--- src/rtl/wb_uart_port.sv ---
// Wishbone responder bridging CPU loads/stores to tty byte streams through
// one small FIFO per direction, with polled DATA and STATUS registers.
module wb_uart_port #(
  parameter int FIFO_DEPTH_LOG2 = 4,
  parameter int DATA_WIDTH      = 32,
  parameter int SELECT_WIDTH    = 4
) (
  input  logic                    clk,
  input  logic                    rst,
  input  logic [3:0]              adr_i,
  input  logic [DATA_WIDTH-1:0]   dat_i,
  output logic [DATA_WIDTH-1:0]   dat_o,
  input  logic                    we_i,
  input  logic [SELECT_WIDTH-1:0] sel_i,
  input  logic                    stb_i,
  input  logic                    cyc_i,
  output logic                    ack_o,
  output logic [7:0]              uart_tx_data,
  output logic                    uart_tx_valid,
  input  logic                    uart_tx_ready,
  input  logic [7:0]              uart_rx_data,
  input  logic                    uart_rx_valid,
  output logic                    uart_rx_ready
);

  localparam int PTR_W = FIFO_DEPTH_LOG2;
  localparam int CNT_W = FIFO_DEPTH_LOG2 + 1;
  localparam int DEPTH = 1 << FIFO_DEPTH_LOG2;
  localparam int PAD_W = 8 - CNT_W;
  localparam logic [CNT_W-1:0] FULL_COUNT = CNT_W'(1) << FIFO_DEPTH_LOG2;

  logic [7:0]       tx_mem [DEPTH];
  logic [7:0]       rx_mem [DEPTH];
  logic [PTR_W-1:0] tx_wr_ptr, tx_rd_ptr, rx_wr_ptr, rx_rd_ptr;
  logic [CNT_W-1:0] tx_count, rx_count;
  logic             tx_ovf;

  logic                  accept, data_wr, tx_full, rx_nonempty;
  logic                  tx_push, tx_pop, rx_push, rx_pop, ovf_clr;
  logic [1:0]            reg_sel;
  logic [DATA_WIDTH-1:0] status_word, read_data;
  logic                  unused_ok;

  // Both byte streams use valid/ready: a byte moves on a clk edge where
  // valid & ready are both high; the source holds data stable until then.
  assign uart_tx_valid = (tx_count != '0);
  assign uart_tx_data  = tx_mem[tx_rd_ptr];
  assign uart_rx_ready = ~rst & (rx_count != FULL_COUNT);

  assign accept      = cyc_i & stb_i & ~ack_o;
  assign reg_sel     = adr_i[3:2];
  assign data_wr     = accept & we_i & (reg_sel == 2'd0) & sel_i[0];
  assign tx_full     = (tx_count == FULL_COUNT);
  assign rx_nonempty = (rx_count != '0);
  assign tx_push     = data_wr & ~tx_full;
  assign tx_pop      = uart_tx_valid & uart_tx_ready;
  assign rx_push     = uart_rx_valid & uart_rx_ready;
  assign rx_pop      = accept & ~we_i & (reg_sel == 2'd0) & rx_nonempty;
  assign ovf_clr     = accept & we_i & (reg_sel == 2'd1) & sel_i[0] & dat_i[2];

  assign status_word = {8'h00, {PAD_W{1'b0}}, tx_count, {PAD_W{1'b0}}, rx_count,
                        5'b0, tx_ovf, ~tx_full, rx_nonempty};
  assign unused_ok   = ^{dat_i[DATA_WIDTH-1:8], sel_i[SELECT_WIDTH-1:1], adr_i[1:0]};

  always_comb begin
    read_data = '0;
    case (reg_sel)
      2'd0:    if (rx_nonempty) read_data = {23'b0, 1'b1, rx_mem[rx_rd_ptr]};
      2'd1:    read_data = status_word;
      default: read_data = '0;
    endcase
  end

  always_ff @(posedge clk) begin
    if (tx_push) tx_mem[tx_wr_ptr] <= dat_i[7:0];
    if (rx_push) rx_mem[rx_wr_ptr] <= uart_rx_data;
  end

  always_ff @(posedge clk) begin
    if (rst) begin
      tx_wr_ptr <= '0;
      tx_rd_ptr <= '0;
      tx_count  <= '0;
      rx_wr_ptr <= '0;
      rx_rd_ptr <= '0;
      rx_count  <= '0;
      tx_ovf    <= 1'b0;
      ack_o     <= 1'b0;
      dat_o     <= '0;
    end else begin
      ack_o <= accept;
      dat_o <= (accept & ~we_i) ? read_data : '0;

      if (tx_push) tx_wr_ptr <= tx_wr_ptr + 1'b1;
      if (tx_pop)  tx_rd_ptr <= tx_rd_ptr + 1'b1;
      case ({tx_push, tx_pop})
        2'b10:   tx_count <= tx_count + 1'b1;
        2'b01:   tx_count <= tx_count - 1'b1;
        default: tx_count <= tx_count;
      endcase

      if (rx_push) rx_wr_ptr <= rx_wr_ptr + 1'b1;
      if (rx_pop)  rx_rd_ptr <= rx_rd_ptr + 1'b1;
      case ({rx_push, rx_pop})
        2'b10:   rx_count <= rx_count + 1'b1;
        2'b01:   rx_count <= rx_count - 1'b1;
        default: rx_count <= rx_count;
      endcase

      // A write into a full TX FIFO is lost even if the tty drains this cycle.
      if (data_wr & tx_full) tx_ovf <= 1'b1;
      else if (ovf_clr)      tx_ovf <= 1'b0;
    end
  end

endmodule
--- config.mk ---
export PLATFORM = sky130hd
export DESIGN_NAME = wb_uart_port
export DESIGN_NICKNAME = d
export VERILOG_FILES = /design/src/rtl/wb_uart_port.sv
export SDC_FILE = /design/constraint.sdc
export NUM_CORES = 1
export LEC_CHECK = 0
export CORE_ASPECT_RATIO = 1.75
export CORE_MARGIN = 4
export CORE_UTILIZATION = 62
export CTS_CLUSTER_DIAMETER = 60
export DETAILED_ROUTE_END_ITERATION = 8
export GPL_TIMING_DRIVEN = 0
export PLACE_DENSITY = 0.89
export SLEW_MARGIN = 20
export SYNTH_ARGS = -nofsm -noshare
export SYNTH_HDL_FRONTEND = slang
export SYNTH_SLANG_ARGS = --single-unit
--- constraint.sdc ---
create_clock -name clk -period 6.49 [get_ports clk]
set_input_delay 1.298 -clock clk [delete_from_list [all_inputs] [get_ports clk]]
set_output_delay 1.298 -clock clk [all_outputs]
set_load 0.05 [all_outputs]
# Word-level counts from Yosys, hierarchy flattened
# Memory sizes are Yosys's and may differ from the RTL's. A register that Yosys moved wholly into a read port is not among the register bits.
# Cells that the tools add are included.
# Widths: inputs -> output; s select.
[totals]
ff_bits = 60
mem_bits_rw = 256
input_bits = 55
elab_cells = 68
memories = 2
[mem_list]
columns = ["name", "depth", "width", "read_ports", "rd_clocked_by_memory_dff", "wr", "line_no", "source"]
rows = [
  ["rx_mem", 16, 8, 1, 1, 1, "33", "logic [7:0] rx_mem [DEPTH];"],
  ["tx_mem", 16, 8, 1, 1, 1, "32", "logic [7:0] tx_mem [DEPTH];"],
]
[classes]
add_sub_neg = 8
eq_ne = 7
mux = 14
bitwise = 21
n_reduce_logical = 7
[ops]
columns = ["operator", "count"]
rows = [
  ["$pmux 32 s2", 1],
  ["$pmux 5 s2", 2],
  ["$add 4x1->4 const B", 4],
  ["$and 1x1->1", 16],
  ["$mux 4", 4],
  ["$add 5x1->5 const B", 2],
  ["$reduce_bool 5->1", 2],
  ["$sub 5x1->5 const B", 2],
  ["$mux 9", 1],
  ["$eq 2x1->1 const B", 3],
  ["$mux 1", 6],
  ["$reduce_bool 2->1", 3],
  ["$eq 5x5->1 const B", 1],
  ["$ne 5x5->1 const B", 1],
  ["$not 1->1", 5],
  ["$eq 2x2->1 const B", 2],
  ["$logic_not 2->1", 1],
  ["$reduce_or 2->1", 1],
]

# Longest topological paths before layout
# Gate-level depths: netlist of the first run.
[logic_depth]
ltp_word = 8
ltp_mapped = 12
ltp_nobuf = 11

# Worst setup path before layout of the first run
# No wires, ideal clock.
[synth_timing]
path_type = "input port to flip-flop"
startpoint = "in adr_i[3]"
endpoint = "reg rx_count[4]"
t_arrival_ps = 3873
t_required_ps = 6369
path_slack_ps = 2497
stages = 10
cell_sequence = "nand4bb_1 -> a2111oi_4 -> ha_1 -> inv_1 -> fa_1 -> nor2b_1 -> o21ai_0 -> nand3_1 -> or3b_2 -> mux2_2"
[synth_between]
elab_chain_cells = 5
word_cells_on_any_way = 7
classes_between = "2 x eq/ne; 1 x mux; 2 x bitwise; 2 x reduce/logical"
[synth_rtl]
columns = ["element", "line_no", "source"]
rows = [
  ["from (decl)", "10", "input logic [3:0] adr_i,"],
  ["$logic_not 2->1 (*)", "58", "assign rx_pop = accept & ~we_i & (reg_sel == 2'd0) & rx_nonempty;"],
  ["$and 1x1->1 (*) (2 in a row)", "58", ""],
  ["named net rx_pop", "39", "logic tx_push, tx_pop, rx_push, rx_pop, ovf_clr;"],
  ["$eq 2x1->1 or $eq 2x2->1 (tied branches)", "104", "case ({rx_push, rx_pop})"],
  ["$pmux 5 s2 or $reduce_bool 2->1 (tied branches)", "n/a", ""],
  ["to (signal assigned)", "105", "2'b10: rx_count <= rx_count + 1'b1;"],
  ["to (signal assigned)", "106", "2'b01: rx_count <= rx_count - 1'b1;"],
  ["to (signal assigned)", "107", "default: rx_count <= rx_count;"],
  ["to (decl)", "35", "logic [CNT_W-1:0] tx_count, rx_count;"],
]
# The timed path passes the listed nets; every way through them passes the cells marked *.
# A chain may end at the register's enable or synchronous reset.

==> run metrics, run 1 <==
prevailing post-synth register cell edfxtp_1; placed insts 1003; Synth Area in Adders 1.99%; pin count of the biggest net entering global routing 19; Inserted Clock Buffers 25; sequential area share after synthesis 71.1%; row count 68; Worst Path Buf+Inv 2; Final setup viols 0; max_cap viols 0; router iterations before antenna repair 5; via count 6378; post-CTS sizing 0; fin crit period 4470 ps; Synth Area in Compound Gates 3.24%; pin slew with the least headroom to its limit 1040 ps; number of H-tree levels 1; critical-path cell list buf_1 -> mux4_2 -> mux4_2 -> clkdlybuf4s50_1; Fin Setup TNS 0 ps; first-pass GRT wire length 39.5 mm; Residual DRC 0; f_max 224 MHz; yosys warns 0; Clock Path Buffers 3; Clk Latency, worst-skew pair 520 ps; Max IR drop VDD 323 uV; crit-path leading delay family buffers and inverters; CP dominant cell by count mux4_2; Routed Antenna Nets 0; Routed wire per std cell 24.4 microns; die width 115 microns; count of different cell masters after synthesis 51; total gr overflow 0; post-CTS setup buffer count 0; period utilization 68.9%; hpwl dp 18.3 mm; Final nets 859; Iter 0 DRT Violations 469; outcome complete, no violations; Area Growth Syn to Fin 14.3%; Worst path slowest cell clkdlybuf4s50_1; Yosys reg bits 310; CTS Sinks 310; clock skew 11.2 ps; Final Wtd Congestion 0.817; vias in the first global route 6750; Worst Setup End Kind output port; Final Instance Area 0.0141 sq mm; Crit path largest cell delay 720 ps; Total Wirelength 25.5 mm; Clock transition at path regs 60 ps; PwrDens 269 mW/mm^2; DP Worst Slack 1710 ps; Post-Syn Area 0.0123 sq mm; Final Instance Count excl. Fillers 1047; antenna diode count 0; area post-placement 0.0133 sq mm; critical path startpoint category register; Slew Viols, Final 0; Starting Density 62.8%; most frequent cells in the layout 256 x edfxtp_1, 64 x mux4_2, 54 x dfxtp_1, 53 x clkdlybuf4s50_1, 49 x nor2_1; share of flip-flops with an asynchronous set or reset 0%; Simple-Gate Fraction of Synth Area 5.45%; area share of xor/xnor cells in the synthesized design 1.21%; share of cells above drive strength 1 19.0%; CP Data Arrival Time 3170 ps; proportion of synthesized area in mux cells 14.1%; hold buffer count at CTS 0; most common cell after layout, fill and taps aside edfxtp_1; Placeable Area 0.0197 sq mm; root buffer cell clkbuf_16; Vias/cell 6.09; Hold Crit Class register to register; Cells after Synth 688; Hold Fails Final Rpt 0; CP Class register to output port; Die Height 195 microns; Leak Pwr 0.00465 uW; mean area per synthesized cell 17.9 sq um; Die Area 0.0223 sq mm; setup ws final 2020 ps; crit path max fanout 10; Slew HR 30.6%; Worst EP required 5190 ps; largest family of logic cells by synthesized area multiplexers; gr usage total 23.5%; CTS tree done; RSZ-0062 raised after global routing no; Top Ports 98; PortBufs 53; number of synthesized flops with an enable pin 256; initial antenna violation count 0
==> per-layer routing <==
| metal | up-vias | routed length, microns | GRT usage, % | part of all wire (%) |
|---|---|---|---|---|
| li1 | 2849 | - | - | - |
| met2 | 209 | 15200 | 46.0 | 60 |
| met4 | 0 | 899 | 7.84 | 3.5 |
| met3 | 58 | 1060 | 2.55 | 4.1 |
| met1 | 3262 | 8370 | 25.6 | 33 |
| met5 | - | 0 | 0 | 0 |
==> cells in the mapped netlist (6+ instances only) <==
master | count | share of area, %
dfxtp_1 | 54 | 8.8
a211oi_1 | 10 | 0.61
nor2_1 | 49 | 1.5
edfxtp_1 | 256 | 62
xnor2_1 | 6 | 0.43
mux2i_1 | 20 | 1.6
clkbuf_1 | 12 | 0.37
inv_1 | 19 | 0.58
ha_1 | 18 | 1.8
mux4_2 | 64 | 12
buf_2 | 10 | 0.41
and3_1 | 10 | 0.51
nor2b_1 | 8 | 0.41
buf_4 | 20 | 1.2
and2_1 | 9 | 0.46
xor2_1 | 11 | 0.78
nor3_1 | 7 | 0.28
nand2_1 | 21 | 0.64
buf_1 | 7 | 0.21
a21oi_1 | 11 | 0.45
==> where the power goes <==
group | internal (uW) | total, uW | switching [uW]
registers | 2160 | 2170 | 6.53
clock network | 830 | 1480 | 648
logic | 51.0 | 146 | 94.5
total | 3040 | 3790 | 749
==> state kept, by name (all words and copies together), names as in the netlist, named ones only <==
| register | flops |
|---|---|
| rx_mem | 128 |
| tx_mem | 128 |
| dat_o | 18 |
| rx_count | 5 |
| tx_count | 5 |
| rx_rd_ptr | 4 |
| rx_wr_ptr | 4 |
| tx_rd_ptr | 4 |
| tx_wr_ptr | 4 |
| ack_o | 1 |
| tx_ovf | 1 |
==> layout make-up <==
type                       instances  area (sq um)
clock buffer                      38           744
sequential                       310          8770
buffer                            50           283
clock inverter                     6          62.6
multi-input combinational        322          3310
fill                            1169          5560
tap                              245           307
timing repair buffer              57           551
inverter                          19          71.3
==> per-stage QoR <==
stage | util (%) | hold slack, ps | power (uW)
2_1_floorplan | - | 450 | 2290
3_3_place_gp | 67.3 | 425 | 2340
3_5_place_dp | 67.6 | 457 | 2350
4_1_cts | 71.7 | 478 | 3810
5_1_grt | 71.7 | 485 | 3900
6_report | 71.7 | 479 | 3790
==> cells by family after synthesis <==
family,Yosys count
multiplexers,89
flip-flops,310
adder cells (fa/ha/maj),19
AND/OR/NAND/NOR,131
buffers and inverters,69
XOR/XNOR,17
other,1
AO/OA/AOI/OAI,52
==> final timing paths <==
kind / slack, ps / cells after the start / to / startpoint
setup / recovery: 2020 / 4 / uart_tx_data[5] / register
hold / removal: 480 / 1 / ack_o / ack_o
setup reg to reg: 3000 / 10 / rx_count[4] / rx_count[0]
hold reg to reg: 480 / 1 / ack_o / ack_o
Note: power is estimated with default switching activity, not from simulation.
==> inputs of run 2 (changes only) <==
CORE_UTILIZATION = 52   (was 62)
PLACE_DENSITY = 0.8   (was 0.89)
clock period = 3.8 ns   (was 6.49 ns; I/O delays follow)
==> run 2 against run 1 <==
Power up 72%. Die area rose by 18%. Final area increased by 0.52%. Sequential cell count unchanged. Critical path depth rose by 1. Hold slack got worse by 16 ps. Global-route usage shrank 4.4 points. Clock skew barely moved. Routed wire length is 2.1% lower. Clock-buffer cell count is 1 lower. Combinational power increased by 66%. Critical path type unchanged. Largest cell class unchanged. Largest power group unchanged.
==> run metrics, run 2 (synthesized netlist as in run 1, its figures left out) <==
outcome complete, no violations (unchanged); Clock transition at path regs 60 ps (about the same); number of H-tree levels 1 (unchanged); pin slew with the least headroom to its limit 1010 ps (was 1040 ps); fin crit period 3600 ps; Starting Density 52.9% (was 62.8%); Clk Latency, worst-skew pair 530 ps (was 520 ps); Worst Setup EP uart_tx_data[4] (was uart_tx_data[5]); Top Ports 98 (unchanged); root buffer cell clkbuf_16 (unchanged); Iter 0 DRT Violations 522 (was 469); Final Instance Area 0.0142 sq mm (was 0.0141 sq mm); Final setup viols 0 (unchanged); via count 6299 (was 6378); DP Worst Slack -410 ps (was 1710 ps); share of cells above drive strength 1 19.0% (unchanged); Die Height 212 microns (was 195 microns); r2r endpoint rx_count[4] (unchanged); area post-placement 0.0134 sq mm (was 0.0133 sq mm); PwrDens 460 mW/mm^2 (was 269 mW/mm^2); crit path max fanout 10 (unchanged); hold buffer count at CTS 0 (unchanged); f_max 278 MHz; Total Wirelength 25.0 mm (was 25.5 mm); Worst EP required 3040 ps (was 5190 ps); Placeable Area 0.0233 sq mm (was 0.0197 sq mm); CP Class register to output port (unchanged); most frequent cells in the layout 256 x edfxtp_1, 64 x mux4_2, 54 x dfxtp_1, 49 x nor2_1, 45 x clkdlybuf4s50_1 (was 256 x edfxtp_1, 64 x mux4_2, 54 x dfxtp_1, 53 x clkdlybuf4s50_1, 49 x nor2_1); period utilization 94.6%; Final Wtd Congestion 0.806 (was 0.817); Hold Fails Final Rpt 0 (unchanged); Routed wire per std cell 22.6 microns (was 24.4 microns); Hold Crit Class register to register (unchanged); most common cell after layout, fill and taps aside edfxtp_1 (unchanged); max_cap viols 0 (unchanged); Slew HR 32.2% (was 30.6%); PortBufs 53 (unchanged); Max IR drop VDD 300 uV (was 323 uV); Routed Antenna Nets 0 (unchanged); Residual DRC 0 (unchanged); CP Data Arrival Time 2840 ps (was 3170 ps); Vias/cell 5.70 (was 6.09); die width 124 microns (was 115 microns); CTS Sinks 310 (unchanged); first-pass GRT wire length 37.8 mm (was 39.5 mm); pin count of the biggest net entering global routing 18 (was 19); setup ws final 204 ps (was 2020 ps); reg-to-reg slack, setup 370 ps (was 3000 ps); initial antenna violation count 0 (unchanged); antenna diode count 0 (unchanged); RSZ-0062 raised after global routing no (unchanged); total power 6510 uW (was 3790 uW); Clock Path Buffers 3 (unchanged); Die Area 0.0263 sq mm (was 0.0223 sq mm); CTS tree done (unchanged); hpwl dp 17.9 mm (was 18.3 mm); Final nets 860 (was 859); vias in the first global route 6486 (was 6750); critical path startpoint category register (unchanged); router iterations before antenna repair 5 (unchanged); Worst Setup End Kind output port (unchanged); Area Growth Syn to Fin 14.9% (was 14.3%); clock skew 11.6 ps (was 11.2 ps); Slew Viols, Final 0 (unchanged); r2r startpoint rx_count[0] (unchanged); Inserted Clock Buffers 26 (was 25); row count 74 (was 68); total gr overflow 0 (unchanged); Leak Pwr 0.00468 uW (was 0.00465 uW); Worst R2R Path Depth 10 (unchanged); top flop regs rx_mem x128, tx_mem x128, dat_o x18 (unchanged); gr usage total 19.1% (was 23.5%)
==> run 2: changes by cell type in the layout (fill, tap and decap cells not counted), sizes merged <==
cell           change
clkinv             +2
clkinvlp           -2
clkdlybuf4s50      -8
dlygate4sd2        +8
bufinv             +1
clkbuf             -1
==> run 2: what timing repair did <==
| action | 4_1_cts | 5_1_grt |
|---|---|---|
| pin swaps | 0 | 1 |
| setup buffers | 0 | 0 |
| resized for setup | 11 | 0 |
| setup endpoints to repair | 8 | 1 |
==> run 2: metrics by stage <==
step	cells	utilization, %	hold WS, ps	TNS [ps]
2_1_floorplan	701	-	450	0
6_report	1106	60.7	463	0
3_3_place_gp	1058	57.0	425	-9350
3_5_place_dp	1062	57.3	438	-715
5_1_grt	1106	60.7	490	0
4_1_cts	1106	60.7	457	0
==> run 2: report_power, final <==
group | internal (uW) | switching [uW]
combinational | 85.3 | 158
clock | 1450 | 1120
sequential | 3690 | 9.88
total | 5230 | 1290
==> run 2: worst max-delay path, cell delays in order, from the launching register on <==
cell and delay (ps):
dfxtp_1 300, buf_2 210, buf_4 280, mux4_2 580, mux4_2 500, dlygate4sd2_1 440
==> run 2: final cells by class <==
type,instances,area [sq um]
well taps,304,380
repair buffers,57,543
flip-flops and latches,310,8770
plain buffers,50,287
inverters,19,71.3
fillers,1691,9170
multi-input cells,322,3310
clock inverters,7,87.6
clock buffers,37,723
==> run 2: worst min path at each step <==
stage | from | to | slack (ps) | cells past startpoint
after floorplan | tx_ovf | dat_o[2] | 450 | 1
after global placement | ack_o | ack_o | 420 | 1
after detailed placement | ack_o | ack_o | 440 | 1
after CTS | ack_o | ack_o | 460 | 1
after global routing | ack_o | ack_o | 490 | 1
final | ack_o | ack_o | 460 | 1
==> run 2: routing by layer <==
metal	global-route usage (%)	share of wire (%)	routed length, microns	vias to the layer above
met1	19.2	33	8130	3214
met4	9.95	5.2	1310	0
met5	0	0	0	-
met2	38.0	59	14800	173
li1	-	-	-	2846
met3	2.15	3.1	782	66
==> variant (settings of run 1) <==
Take the reset off `dat_o` and load it in a clocked block of its own.
--- a/src/rtl/wb_uart_port.sv
+++ b/src/rtl/wb_uart_port.sv
@@ -86,10 +86,8 @@
       rx_count  <= '0;
       tx_ovf    <= 1'b0;
       ack_o     <= 1'b0;
-      dat_o     <= '0;
     end else begin
       ack_o <= accept;
-      dat_o <= (accept & ~we_i) ? read_data : '0;
 
       if (tx_push) tx_wr_ptr <= tx_wr_ptr + 1'b1;
       if (tx_pop)  tx_rd_ptr <= tx_rd_ptr + 1'b1;
@@ -113,4 +111,8 @@
     end
   end
 
+  always_ff @(posedge clk) begin
+    dat_o <= (accept & ~we_i) ? read_data : '0;
+  end
+
 endmodule
Behaviour: not the same (Yosys sat finds a counterexample within 4 cycles, from zero or initial values and one cycle with rst high).
==> variant against run 1 <==
- final cell count did not move
- sequential cell count is the same
- power increased by 2.9%
- area after synthesis is essentially flat
- setup slack lost 0.060 ns
- utilization grew 0.11 points
- design area increased by 0.16%
- routed wire length up 0.25%
- count of clock-buffer cells in the layout is 10 lower
- clock skew about the same
==> variant: results (changes against run 1) <==
- The post-synthesis xor/xnor area fraction was 0.0121 (about the same).
- The portion of the post-synthesis area used by sequential elements came to 0.711 (about the same).
- Main area contributors after synthesis: sky130_fd_sc_hd__edfxtp_1 (62%), sky130_fd_sc_hd__mux4_2 (12%), sky130_fd_sc_hd__dfxtp_1 (8.8%) (unchanged).
- The global-route usage over all layers came to 0.236 (was 0.235).
- The number of fill cells is 1140 (was 1169).
- The number of design-rule violations left by the first detailed-router iteration was 473 (was 469).
- The fraction of layout instances using a drive strength above 1 is 0.191 (was 0.190).
- The estimated wirelength of the detail-placed design is 18400 um (was 18300 um).
- The adder-cell area share of the yosys netlist was 0.0199 (about the same).
- The internal cell power is 0.00313 W (was 0.00304 W).
- The worst vdd rail ir drop was 0.000306 V (was 0.000323 V).
- The complex-gate fraction of the synthesized area is 0.0288 (was 0.0324).
- The data arrival time of the worst path is 3.23 ns (was 3.17 ns).
- The placement-stage worst setup slack is 1.75 ns (was 1.71 ns).
- The relative max-transition margin was 0.468 (was 0.306).
- Top cell types by occurrence after synthesis: sky130_fd_sc_hd__edfxtp_1 (256), sky130_fd_sc_hd__mux4_2 (67), sky130_fd_sc_hd__dfxtp_1 (54) (was sky130_fd_sc_hd__edfxtp_1 (256), sky130_fd_sc_hd__mux4_2 (64), sky130_fd_sc_hd__dfxtp_1 (54)).
- The first-pass GRT wire length came to 39600 um (was 39500 um).
- The post-synthesis cell type count came to 54 (was 51).
- The TritonCTS buffer count is 26 (was 25).
- The worst clock skew on the final layout is 0.0114 ns (was 0.0112 ns).
- Run status: complete, no violations (unchanged).
- The share of flip-flops with an asynchronous set or reset after synthesis is 0 (unchanged).
- The mux cell area share after synthesis came to 0.138 (was 0.141).
- The maximum number of pins on one net before global-route repair is 18 (was 19).
- The routability congestion estimate is 0.817 (about the same).
- The routed length per instance is 24.4 um (about the same).
- The count of vias placed by the detailed router is 6426 (was 6378).
- The static leakage came to 4.66 nW (was 4.65 nW).
- The post-layout net count was 857 (was 859).
## variant: power by group through the flow
| stage | sequential, W | clock [W] | combinational [W] |
|---|---|---|---|
| after floorplan | 0.00221 | 0 | 0.0000796 |
| after global placement | 0.00221 | 0 | 0.000134 |
| after detailed placement | 0.00221 | 0 | 0.000142 |
| after CTS | 0.00216 | 0.00161 | 0.000142 |
| after global routing | 0.00216 | 0.00170 | 0.000152 |
| final | 0.00216 | 0.00159 | 0.000143 |
## variant: kinds of logic after synthesis
kind of cell | Yosys count
AND/OR/NAND/NOR | 139
adder cells (fa/ha/maj) | 19
buffers and inverters | 67
XOR/XNOR | 17
flip-flops | 310
other | 1
multiplexers | 86
AO/OA/AOI/OAI | 50
## variant: final timing paths
kind | startpoint | to | slack, ns | cells past startpoint
worst max-delay path | flop | uart_tx_data[2] | 1.96 | 4
worst min-delay path | ack_o | ack_o | 0.47 | 1
worst max register to register | tx_count[1] | tx_count[4] | 3.06 | 12
worst min register to register | ack_o | ack_o | 0.47 | 1
## variant: routing by layer
metal | vias to the layer above | track usage | part of all wire
met4 | 0 | 0.0815 | 0.031
met2 | 259 | 0.461 | 0.60
li1 | 2840 | - | -
met1 | 3279 | 0.252 | 0.32
met3 | 48 | 0.0318 | 0.044
met5 | - | 0 | 0
## variant: stage by stage
| step | power, W | hold slack (ns) | cell area, um2 | instances |
|---|---|---|---|---|
| global placement | 0.00234 | 0.442 | 13200 | 1000 |
| finish | 0.00390 | 0.468 | 14100 | 1047 |
| global route | 0.00402 | 0.500 | 14100 | 1047 |
| detailed placement | 0.00235 | 0.457 | 13200 | 1000 |
| floorplan | 0.00229 | 0.446 | 12400 | 702 |
| CTS | 0.00392 | 0.469 | 14100 | 1047 |
## variant: worst reg2reg max path, stage by stage, from the launching register on
cell                        delay (ns)
sky130_fd_sc_hd__dfxtp_1          0.31
sky130_fd_sc_hd__buf_2            0.21
sky130_fd_sc_hd__nor4_4           0.10
sky130_fd_sc_hd__a2111oi_4        0.71
sky130_fd_sc_hd__inv_1            0.18
sky130_fd_sc_hd__ha_1             0.36
sky130_fd_sc_hd__xor2_1           0.19
sky130_fd_sc_hd__ha_1             0.23
sky130_fd_sc_hd__o21ai_0          0.20
sky130_fd_sc_hd__o22ai_1          0.15
sky130_fd_sc_hd__a221oi_1         0.41
sky130_fd_sc_hd__or3_1            0.18
sky130_fd_sc_hd__a21oi_1          0.06
## variant: layout make-up
cell class	instances	area [um2]	area share
Inverter	18	70.1	0.00496
Clock inverter	19	204	0.0144
Multi-Input combinational cell	325	3260	0.231
Clock buffer	28	679	0.0481
Tap cell	245	307	0.0217
Buffer	49	295	0.0209
Sequential cell	310	8770	0.621
Timing Repair Buffer	53	531	0.0376
